## src/rtl/fb_ctrl_pipe_pkg.sv

```systemverilog
// Shared constants and stage payload types for the fb_ctrl_pipe control unit:
// opcodes, alu_op codes, alu_res_src codes and the mul/div funct7 value.
package fb_ctrl_pipe_pkg;

  localparam int unsigned ALU_OP_BASE_W = 3;
  localparam int unsigned CNT_W         = 4;

  localparam logic [6:0] OPC_R      = 7'b0110011;
  localparam logic [6:0] OPC_I      = 7'b0010011;
  localparam logic [6:0] OPC_LOAD   = 7'b0000011;
  localparam logic [6:0] OPC_STORE  = 7'b0100011;
  localparam logic [6:0] OPC_BRANCH = 7'b1100011;
  localparam logic [6:0] OPC_JAL    = 7'b1101111;
  localparam logic [6:0] OPC_JALR   = 7'b1100111;
  localparam logic [6:0] OPC_LUI    = 7'b0110111;
  localparam logic [6:0] OPC_AUIPC  = 7'b0010111;

  localparam logic [ALU_OP_BASE_W-1:0] ALU_ADD    = 3'd0;
  localparam logic [ALU_OP_BASE_W-1:0] ALU_BR     = 3'd1;
  localparam logic [ALU_OP_BASE_W-1:0] ALU_R      = 3'd2;
  localparam logic [ALU_OP_BASE_W-1:0] ALU_I      = 3'd3;
  localparam logic [ALU_OP_BASE_W-1:0] ALU_MULDIV = 3'd4;

  localparam logic [1:0] RES_ALU = 2'b00;
  localparam logic [1:0] RES_PC4 = 2'b01;
  localparam logic [1:0] RES_IMM = 2'b10;

  localparam logic [6:0] F7_MULDIV = 7'b0000001;

  typedef struct packed {
    logic [ALU_OP_BASE_W-1:0] alu_op;
    logic                     alu_src;
    logic [1:0]               alu_res_src;
    logic                     pc_src;
    logic                     illegal;
    logic                     mem_read;
    logic                     mem_write;
    logic [1:0]               mem_size;
    logic                     mem_unsigned;
    logic                     branch;
    logic                     mem_to_reg;
    logic                     reg_write;
    logic [4:0]               rd;
  } ctrl_t;

  typedef struct packed {
    logic  valid;
    ctrl_t ctrl;
  } ex_t;

  typedef struct packed {
    logic       valid;
    logic       mem_read;
    logic       mem_write;
    logic [1:0] mem_size;
    logic       mem_unsigned;
    logic       branch;
    logic       mem_to_reg;
    logic       reg_write;
    logic [4:0] rd;
  } mem_t;

  typedef struct packed {
    logic       valid;
    logic       mem_to_reg;
    logic       reg_write;
    logic [4:0] rd;
  } wb_t;

endpackage

```

## src/rtl/fb_ctrl_decode.sv

```systemverilog
// Combinational ID-stage decoder: maps a 32-bit instruction to the control bundle.
module fb_ctrl_decode
  import fb_ctrl_pipe_pkg::*;
#(
  parameter bit ENABLE_M = 1'b0
) (
  input  logic [31:0] inst,
  output ctrl_t       ctrl_c,
  output logic        muldiv_c
);

  logic [6:0] opcode;
  logic [2:0] funct3;
  logic [6:0] funct7;
  logic [4:0] rd;
  logic       unused_rs;

  assign opcode    = inst[6:0];
  assign rd        = inst[11:7];
  assign funct3    = inst[14:12];
  assign funct7    = inst[31:25];
  assign unused_rs = ^inst[24:15];

  always_comb begin
    ctrl_c   = '0;
    muldiv_c = 1'b0;
    case (opcode)
      OPC_R: begin
        if (funct7 == F7_MULDIV) begin
          if (ENABLE_M) begin
            ctrl_c.alu_op    = ALU_MULDIV;
            ctrl_c.reg_write = 1'b1;
            muldiv_c         = 1'b1;
          end else begin
            ctrl_c.illegal = 1'b1;
          end
        end else begin
          ctrl_c.alu_op    = ALU_R;
          ctrl_c.reg_write = 1'b1;
        end
      end
      OPC_I: begin
        ctrl_c.alu_op    = ALU_I;
        ctrl_c.alu_src   = 1'b1;
        ctrl_c.reg_write = 1'b1;
      end
      OPC_LOAD: begin
        ctrl_c.alu_src      = 1'b1;
        ctrl_c.mem_read     = 1'b1;
        ctrl_c.mem_size     = funct3[1:0];
        ctrl_c.mem_unsigned = funct3[2];
        ctrl_c.mem_to_reg   = 1'b1;
        ctrl_c.reg_write    = 1'b1;
      end
      OPC_STORE: begin
        ctrl_c.alu_src   = 1'b1;
        ctrl_c.mem_write = 1'b1;
        ctrl_c.mem_size  = funct3[1:0];
      end
      OPC_BRANCH: begin
        ctrl_c.alu_op = ALU_BR;
        ctrl_c.branch = 1'b1;
        ctrl_c.pc_src = 1'b1;
      end
      OPC_JAL: begin
        ctrl_c.alu_res_src = RES_PC4;
        ctrl_c.pc_src      = 1'b1;
        ctrl_c.reg_write   = 1'b1;
      end
      OPC_JALR: begin
        ctrl_c.alu_src     = 1'b1;
        ctrl_c.alu_res_src = RES_PC4;
        ctrl_c.pc_src      = 1'b1;
        ctrl_c.reg_write   = 1'b1;
      end
      OPC_LUI: begin
        ctrl_c.alu_res_src = RES_IMM;
        ctrl_c.reg_write   = 1'b1;
      end
      OPC_AUIPC: begin
        ctrl_c.alu_src   = 1'b1;
        ctrl_c.reg_write = 1'b1;
      end
      default: ctrl_c.illegal = 1'b1;
    endcase
    // x0 is never written; rd is only carried when a write actually happens
    ctrl_c.reg_write = ctrl_c.reg_write & (rd != 5'd0);
    ctrl_c.rd        = ctrl_c.reg_write ? rd : 5'd0;
  end

endmodule

```

## src/rtl/fb_ctrl_pipe.sv

```systemverilog
// Control pipeline: registered EX/MEM/WB control stages with bubble/flush
// handling and an optional multi-cycle mul/div stall FSM.
module fb_ctrl_pipe
  import fb_ctrl_pipe_pkg::*;
#(
  parameter int unsigned ALU_OP_W   = 3,
  parameter bit          ENABLE_M   = 1'b0,
  parameter int unsigned MULDIV_LAT = 4
) (
  input  logic                clk,
  input  logic                rst,
  input  logic                id_valid,
  input  logic [31:0]         id_inst,
  input  logic                stall_id,
  input  logic                flush_ex,
  output logic                stall_req,
  output logic                ex_valid,
  output logic [ALU_OP_W-1:0] ex_alu_op,
  output logic                ex_alu_src,
  output logic [1:0]          ex_alu_res_src,
  output logic                ex_pc_src,
  output logic                ex_illegal,
  output logic                mem_valid,
  output logic                mem_read,
  output logic                mem_write,
  output logic [1:0]          mem_size,
  output logic                mem_unsigned,
  output logic                mem_branch,
  output logic                wb_valid,
  output logic                wb_mem_to_reg,
  output logic                wb_reg_write,
  output logic [4:0]          wb_rd
);

  localparam logic [0:0] ST_IDLE = 1'b0;
  localparam logic [0:0] ST_BUSY = 1'b1;

  ctrl_t            id_ctrl_c;
  logic             id_muldiv_c;
  ex_t              ex_q, ex_d;
  mem_t             mem_q, mem_d, mem_from_ex;
  wb_t              wb_q, wb_d;
  logic [0:0]       state_q, state_d;
  logic [CNT_W-1:0] cnt_q, cnt_d;

  fb_ctrl_decode #(.ENABLE_M(ENABLE_M)) u_decode (
    .inst     (id_inst),
    .ctrl_c   (id_ctrl_c),
    .muldiv_c (id_muldiv_c)
  );

  // Stage-to-stage payload narrowing
  always_comb begin
    mem_from_ex.valid        = ex_q.valid;
    mem_from_ex.mem_read     = ex_q.ctrl.mem_read;
    mem_from_ex.mem_write    = ex_q.ctrl.mem_write;
    mem_from_ex.mem_size     = ex_q.ctrl.mem_size;
    mem_from_ex.mem_unsigned = ex_q.ctrl.mem_unsigned;
    mem_from_ex.branch       = ex_q.ctrl.branch;
    mem_from_ex.mem_to_reg   = ex_q.ctrl.mem_to_reg;
    mem_from_ex.reg_write    = ex_q.ctrl.reg_write;
    mem_from_ex.rd           = ex_q.ctrl.rd;
    wb_d.valid               = mem_q.valid;
    wb_d.mem_to_reg          = mem_q.mem_to_reg;
    wb_d.reg_write           = mem_q.reg_write;
    wb_d.rd                  = mem_q.rd;
  end

  // Priority: flush, mul/div busy hold, bubble, normal advance
  always_comb begin
    ex_d    = ex_q;
    mem_d   = mem_from_ex;
    state_d = state_q;
    cnt_d   = cnt_q;
    if (flush_ex) begin
      ex_d    = '0;
      state_d = ST_IDLE;
      cnt_d   = '0;
    end else if (state_q == ST_BUSY) begin
      mem_d = '0;
      cnt_d = cnt_q - CNT_W'(1);
      if (cnt_q == CNT_W'(1)) begin
        state_d = ST_IDLE;
      end
    end else if (stall_id || !id_valid) begin
      ex_d = '0;
    end else begin
      ex_d.valid = 1'b1;
      ex_d.ctrl  = id_ctrl_c;
      if (ENABLE_M && id_muldiv_c) begin
        state_d = ST_BUSY;
        cnt_d   = CNT_W'(MULDIV_LAT - 1);
      end
    end
  end

  always_ff @(posedge clk) begin
    if (rst) begin
      ex_q    <= '0;
      mem_q   <= '0;
      wb_q    <= '0;
      state_q <= ST_IDLE;
      cnt_q   <= '0;
    end else begin
      ex_q    <= ex_d;
      mem_q   <= mem_d;
      wb_q    <= wb_d;
      state_q <= state_d;
      cnt_q   <= cnt_d;
    end
  end

  assign stall_req      = ENABLE_M && (state_q == ST_BUSY);
  assign ex_valid       = ex_q.valid;
  assign ex_alu_op      = ALU_OP_W'(ex_q.ctrl.alu_op);
  assign ex_alu_src     = ex_q.ctrl.alu_src;
  assign ex_alu_res_src = ex_q.ctrl.alu_res_src;
  assign ex_pc_src      = ex_q.ctrl.pc_src;
  assign ex_illegal     = ex_q.ctrl.illegal;
  assign mem_valid      = mem_q.valid;
  assign mem_read       = mem_q.mem_read;
  assign mem_write      = mem_q.mem_write;
  assign mem_size       = mem_q.mem_size;
  assign mem_unsigned   = mem_q.mem_unsigned;
  assign mem_branch     = mem_q.branch;
  assign wb_valid       = wb_q.valid;
  assign wb_mem_to_reg  = wb_q.mem_to_reg;
  assign wb_reg_write   = wb_q.reg_write;
  assign wb_rd          = wb_q.rd;

endmodule

```

## config.mk

```make
export PLATFORM = sky130hd
export DESIGN_NAME = fb_ctrl_pipe
export DESIGN_NICKNAME = d
export VERILOG_FILES = /design/src/rtl/fb_ctrl_pipe_pkg.sv /design/src/rtl/fb_ctrl_decode.sv /design/src/rtl/fb_ctrl_pipe.sv
export SDC_FILE = /design/constraint.sdc
export NUM_CORES = 1
export LEC_CHECK = 0
export BUFFER_PORTS_ARGS = -buffer_cell sky130_fd_sc_hd__buf_4
export CAP_MARGIN = 10
export CORE_MARGIN = 2
export CORE_UTILIZATION = 42
export CTS_CLUSTER_DIAMETER = 150
export DETAILED_ROUTE_END_ITERATION = 10
export PLACE_DENSITY = 0.69
export SETUP_SLACK_MARGIN = 0.15
export SLEW_MARGIN = 20
export SYNTH_ARGS = -nofsm -noshare
export SYNTH_HDL_FRONTEND = slang
export SYNTH_SLANG_ARGS = --single-unit
```

## constraint.sdc

```tcl
create_clock -name clk -period 1.75 [get_ports clk]
set_input_delay 0.0875 -clock clk [delete_from_list [all_inputs] [get_ports clk]]
set_output_delay 0.0875 -clock clk [all_outputs]
set_load 0.005 [all_outputs]
```

==> flow_metrics.py <==
metrics = {
    "worst_setup_path": {
        "critical_path_class": "reg -> reg",
        "r2r-end": "ex_alu_res_src[1]$_SDFFE_PP0N_",
        "cp_max_fo": 12,
        "cp_top_family": "simple AND/OR/NAND/NOR gates",
        "r2r_slack_ps": 380,
        "cp_slowest_cell": "and3_1",
        "path_cells": "nor2_1 -> and3_1 -> nand4_1 -> o31ai_1",
        "path_buf_inv": 0,
        "crit_start": "state_q$_SDFF_PP0_",
        "crit_path_end_kind": "flip-flop",
        "regToRegStartpoint": "state_q$_SDFF_PP0_",
        "cp.required_ps": 1950,
        "worstPathArrival_ps": 1570,
        "start_kind": "flip-flop",
        "reg2reg_depth": 4,
        "critPathMaxStageDelay_ps": 430,
    },
    "placement": {
        "pre_cts_slack_ps": 134,
        "place.gp.congestion": 0.897,
        "port_buffers": 49,
        "place_hpwl_mm": 2.55,
    },
    "worst_hold_path": {
        "hp-start": "id_inst[14]",
        "min_path_type": "in -> reg",
        "min_path_cells": 2,
        "hold_end": "ex_q[8]$_SDFFE_PP0N_",
    },
    "detailed_routing": {
        "first_pass_iters": 4,
        "route.vias.total": 1283,
        "ant_nets": 0,
        "routed_wl_mm": 3.27,
        "drt_drc_violations_left": 0,
        "wl_per_cell_um": 12.7,
        "vias_per_cell": 4.97,
        "drtIter0Drc": 44,
    },
    "synthesis": {
        "synthTopCellsByArea": "dfxtp_1 54%, a32o_1 5.9%, and2_1 5.1%",
        "ys_ff_latch": 46,
        "synth_area_um2": 1710,
        "synthFlopType": "dfxtp_1",
        "yosysMostFrequentCell": "dfxtp_1",
        "ys_async_sr_fraction_pct": 0,
        "synth_enable_flop_cells": 0,
        "synth_common_cells": "46 x dfxtp_1, 14 x and2_1, 10 x a32o_1, 10 x nor2_1",
        "synth_top_area_share_pct": 53.9,
        "syn_area_per_cell_um2": 10.7,
        "yosysWarnings": 0,
        "yosysTopAreaCell": "dfxtp_1",
        "synth.distinct_cells": 40,
        "synth_cells": 159,
        "seq_area_frac_synth_pct": 53.9,
    },
    "clocking": {
        "clk_pin_slew_ps": 80,
        "root_buffer": "clkbuf_8",
        "cts_buffers": 5,
        "clk_latency_ps": 300,
        "clkSinkCount": 46,
        "hold_buffers": 2,
        "postCtsSetupRepairBufs": 0,
        "cts_htree_levels": 2,
        "cts_tree": "yes",
        "cts_resized": 0,
        "cts.path.max_buffers": 2,
    },
    "finish": {
        "top_register": "ex_q",
        "layout-drive-gt1-share_pct": 32.7,
        "filler_cell_count": 359,
        "area_growth_pct": 28.6,
        "multi_input_area_um2": 689,
        "regArea_um2": 921,
        "antennaDiodeCount": 0,
        "final_nets": 246,
        "largest_register_ffs": 12,
    },
    "power_and_ir_drop": {
        "p_sw_uw": 392,
        "sw_frac_of_total_pct": 21.5,
        "power_density_nw_per_um2": 828,
        "p_leak_uw": 0.000942,
        "seqPwrFrac_pct": 57.7,
        "ir_drop_v": 0.000429,
        "intPower_uw": 1430,
        "combPwrFrac_pct": 6.4,
        "p_clk_share_pct": 35.9,
    },
    "grt": {
        "grt_pass1_wl_mm": 5.29,
        "grt_usage_pct": 16.1,
        "grt_pass1_vias": 1200,
        "grt_start_max_net_pins": 15,
        "grt.overflow.total": 0,
        "antenna_found_initial": 0,
    },
    "floorplanning": {
        "die_w_um": 67.8,
        "rows": 23,
        "die_height_um": 67.8,
        "coreArea_um2": 3970,
        "boundaryPins": 62,
        "dieArea_um2": 4600,
        "start_util_pct": 43.0,
    },
    "status": {
        "outcome": "finished clean",
    },
    "sta": {
        "setup_viol": 0,
        "clock_skew_ps": 5.48,
        "tns_ps": 0,
        "drv_slew": 0,
        "hold_viol_final": 0,
        "period_minus_slack_ps": 1370,
        "max_freq_mhz": 728,
        "setup_ws_ps": 377,
        "rsz0062_at_grt": "false",
        "fin_crit_sh_pct": 78.4,
    },
    "job": {
        "maxCapViolCount": 0,
    },
}
==> stage by stage <==
| stage | util (%) | total power [uW] | hold slack (ps) | std cells | cell area (um2) |
|---|---|---|---|---|---|
| floorplan | - | 1120 | 192 | 160 | 1710 |
| global placement | 52.4 | 1180 | 301 | 248 | 2080 |
| detailed placement | 52.4 | 1190 | 307 | 248 | 2080 |
| CTS | 55.3 | 1850 | 19.0 | 258 | 2200 |
| global route | 55.3 | 1910 | 20.7 | 258 | 2200 |
| finish | 55.3 | 1820 | 28.2 | 258 | 2200 |
==> logic make-up after synthesis <==
family / after synthesis / share of synthesized area [%]
AOI/OAI and AO/OA: 27 / 15.2
and+or+nand+nor: 61 / 21.7
xor gates and xnor gates: 3 / 1.54
buffers and inverters: 19 / 6.00
other: 1 / 0.219
adders and majority gates: 2 / 1.46
DFF: 46 / 53.9
==> layout by cell type, fill, tap and decap left out, drive strengths merged, types with 3 or more instances in the layout <==
cell | Yosys | layout
buf | 9 | 52
dfxtp | 46 | 46
and2 | 14 | 14
nor2 | 10 | 10
a32o | 10 | 10
nor2b | 8 | 8
nand2 | 8 | 8
clkbuf | 5 | 6
inv | 5 | 5
and3 | 3 | 3
a22o | 3 | 3
nand2b | 3 | 3
o21ai | 3 | 3
nor3 | 3 | 3
==> power by group through the flow <==
| stage | Sequential, uW | Clock (uW) | Combinational [uW] |
|---|---|---|---|
| 3_3_place_gp | 1070 | 0 | 110 |
| 4_1_cts | 1050 | 679 | 117 |
| 2_1_floorplan | 1070 | 0 | 45.5 |
| 6_report | 1050 | 654 | 116 |
| 5_1_grt | 1050 | 727 | 128 |
| 3_5_place_dp | 1070 | 0 | 113 |
==> worst reg2reg max path: cells and delay by family, from the launching register on <==
| kind | cells | cell delay, ps |
|---|---|---|
| and+or+nand+nor | 3 | 690 |
| DFF | 1 | 320 |
| AOI/OAI and AO/OA | 1 | 270 |
==> layout make-up <==
type,instances,share of cell area [%]
timing repair buffer,54,18.7
inverter,5,0.854
clock buffer,6,3.76
clock inverter,2,0.569
sequential,46,41.9
multi-input combinational,95,31.4
tap,50,2.85
==> how the worst max path moves through the flow <==
stage | cells past startpoint | slack, ps | endpoint
floorplan | 4 | 330 | ex_q[0]$_SDFFE_PP0N_
global route | 4 | 210 | ex_alu_res_src[1]$_SDFFE_PP0N_
CTS | 4 | 360 | ex_alu_res_src[1]$_SDFFE_PP0N_
detailed placement | 5 | 130 | ex_q[1]$_SDFFE_PP0N_
finish | 4 | 380 | ex_alu_res_src[1]$_SDFFE_PP0N_
global placement | 5 | 160 | ex_q[4]$_SDFFE_PP0N_
==> layer usage <==
| metal | up-vias | part of all wire [%] | track usage [%] |
|---|---|---|---|
| li1 | 641 | - | - |
| met1 | 595 | 40 | 17.4 |
| met2 | 41 | 51 | 27.8 |
| met3 | 6 | 6.8 | 5.83 |
| met4 | 0 | 2.2 | 7.50 |
| met5 | - | 0 | 0 |
(Power assumes the default switching activity.)
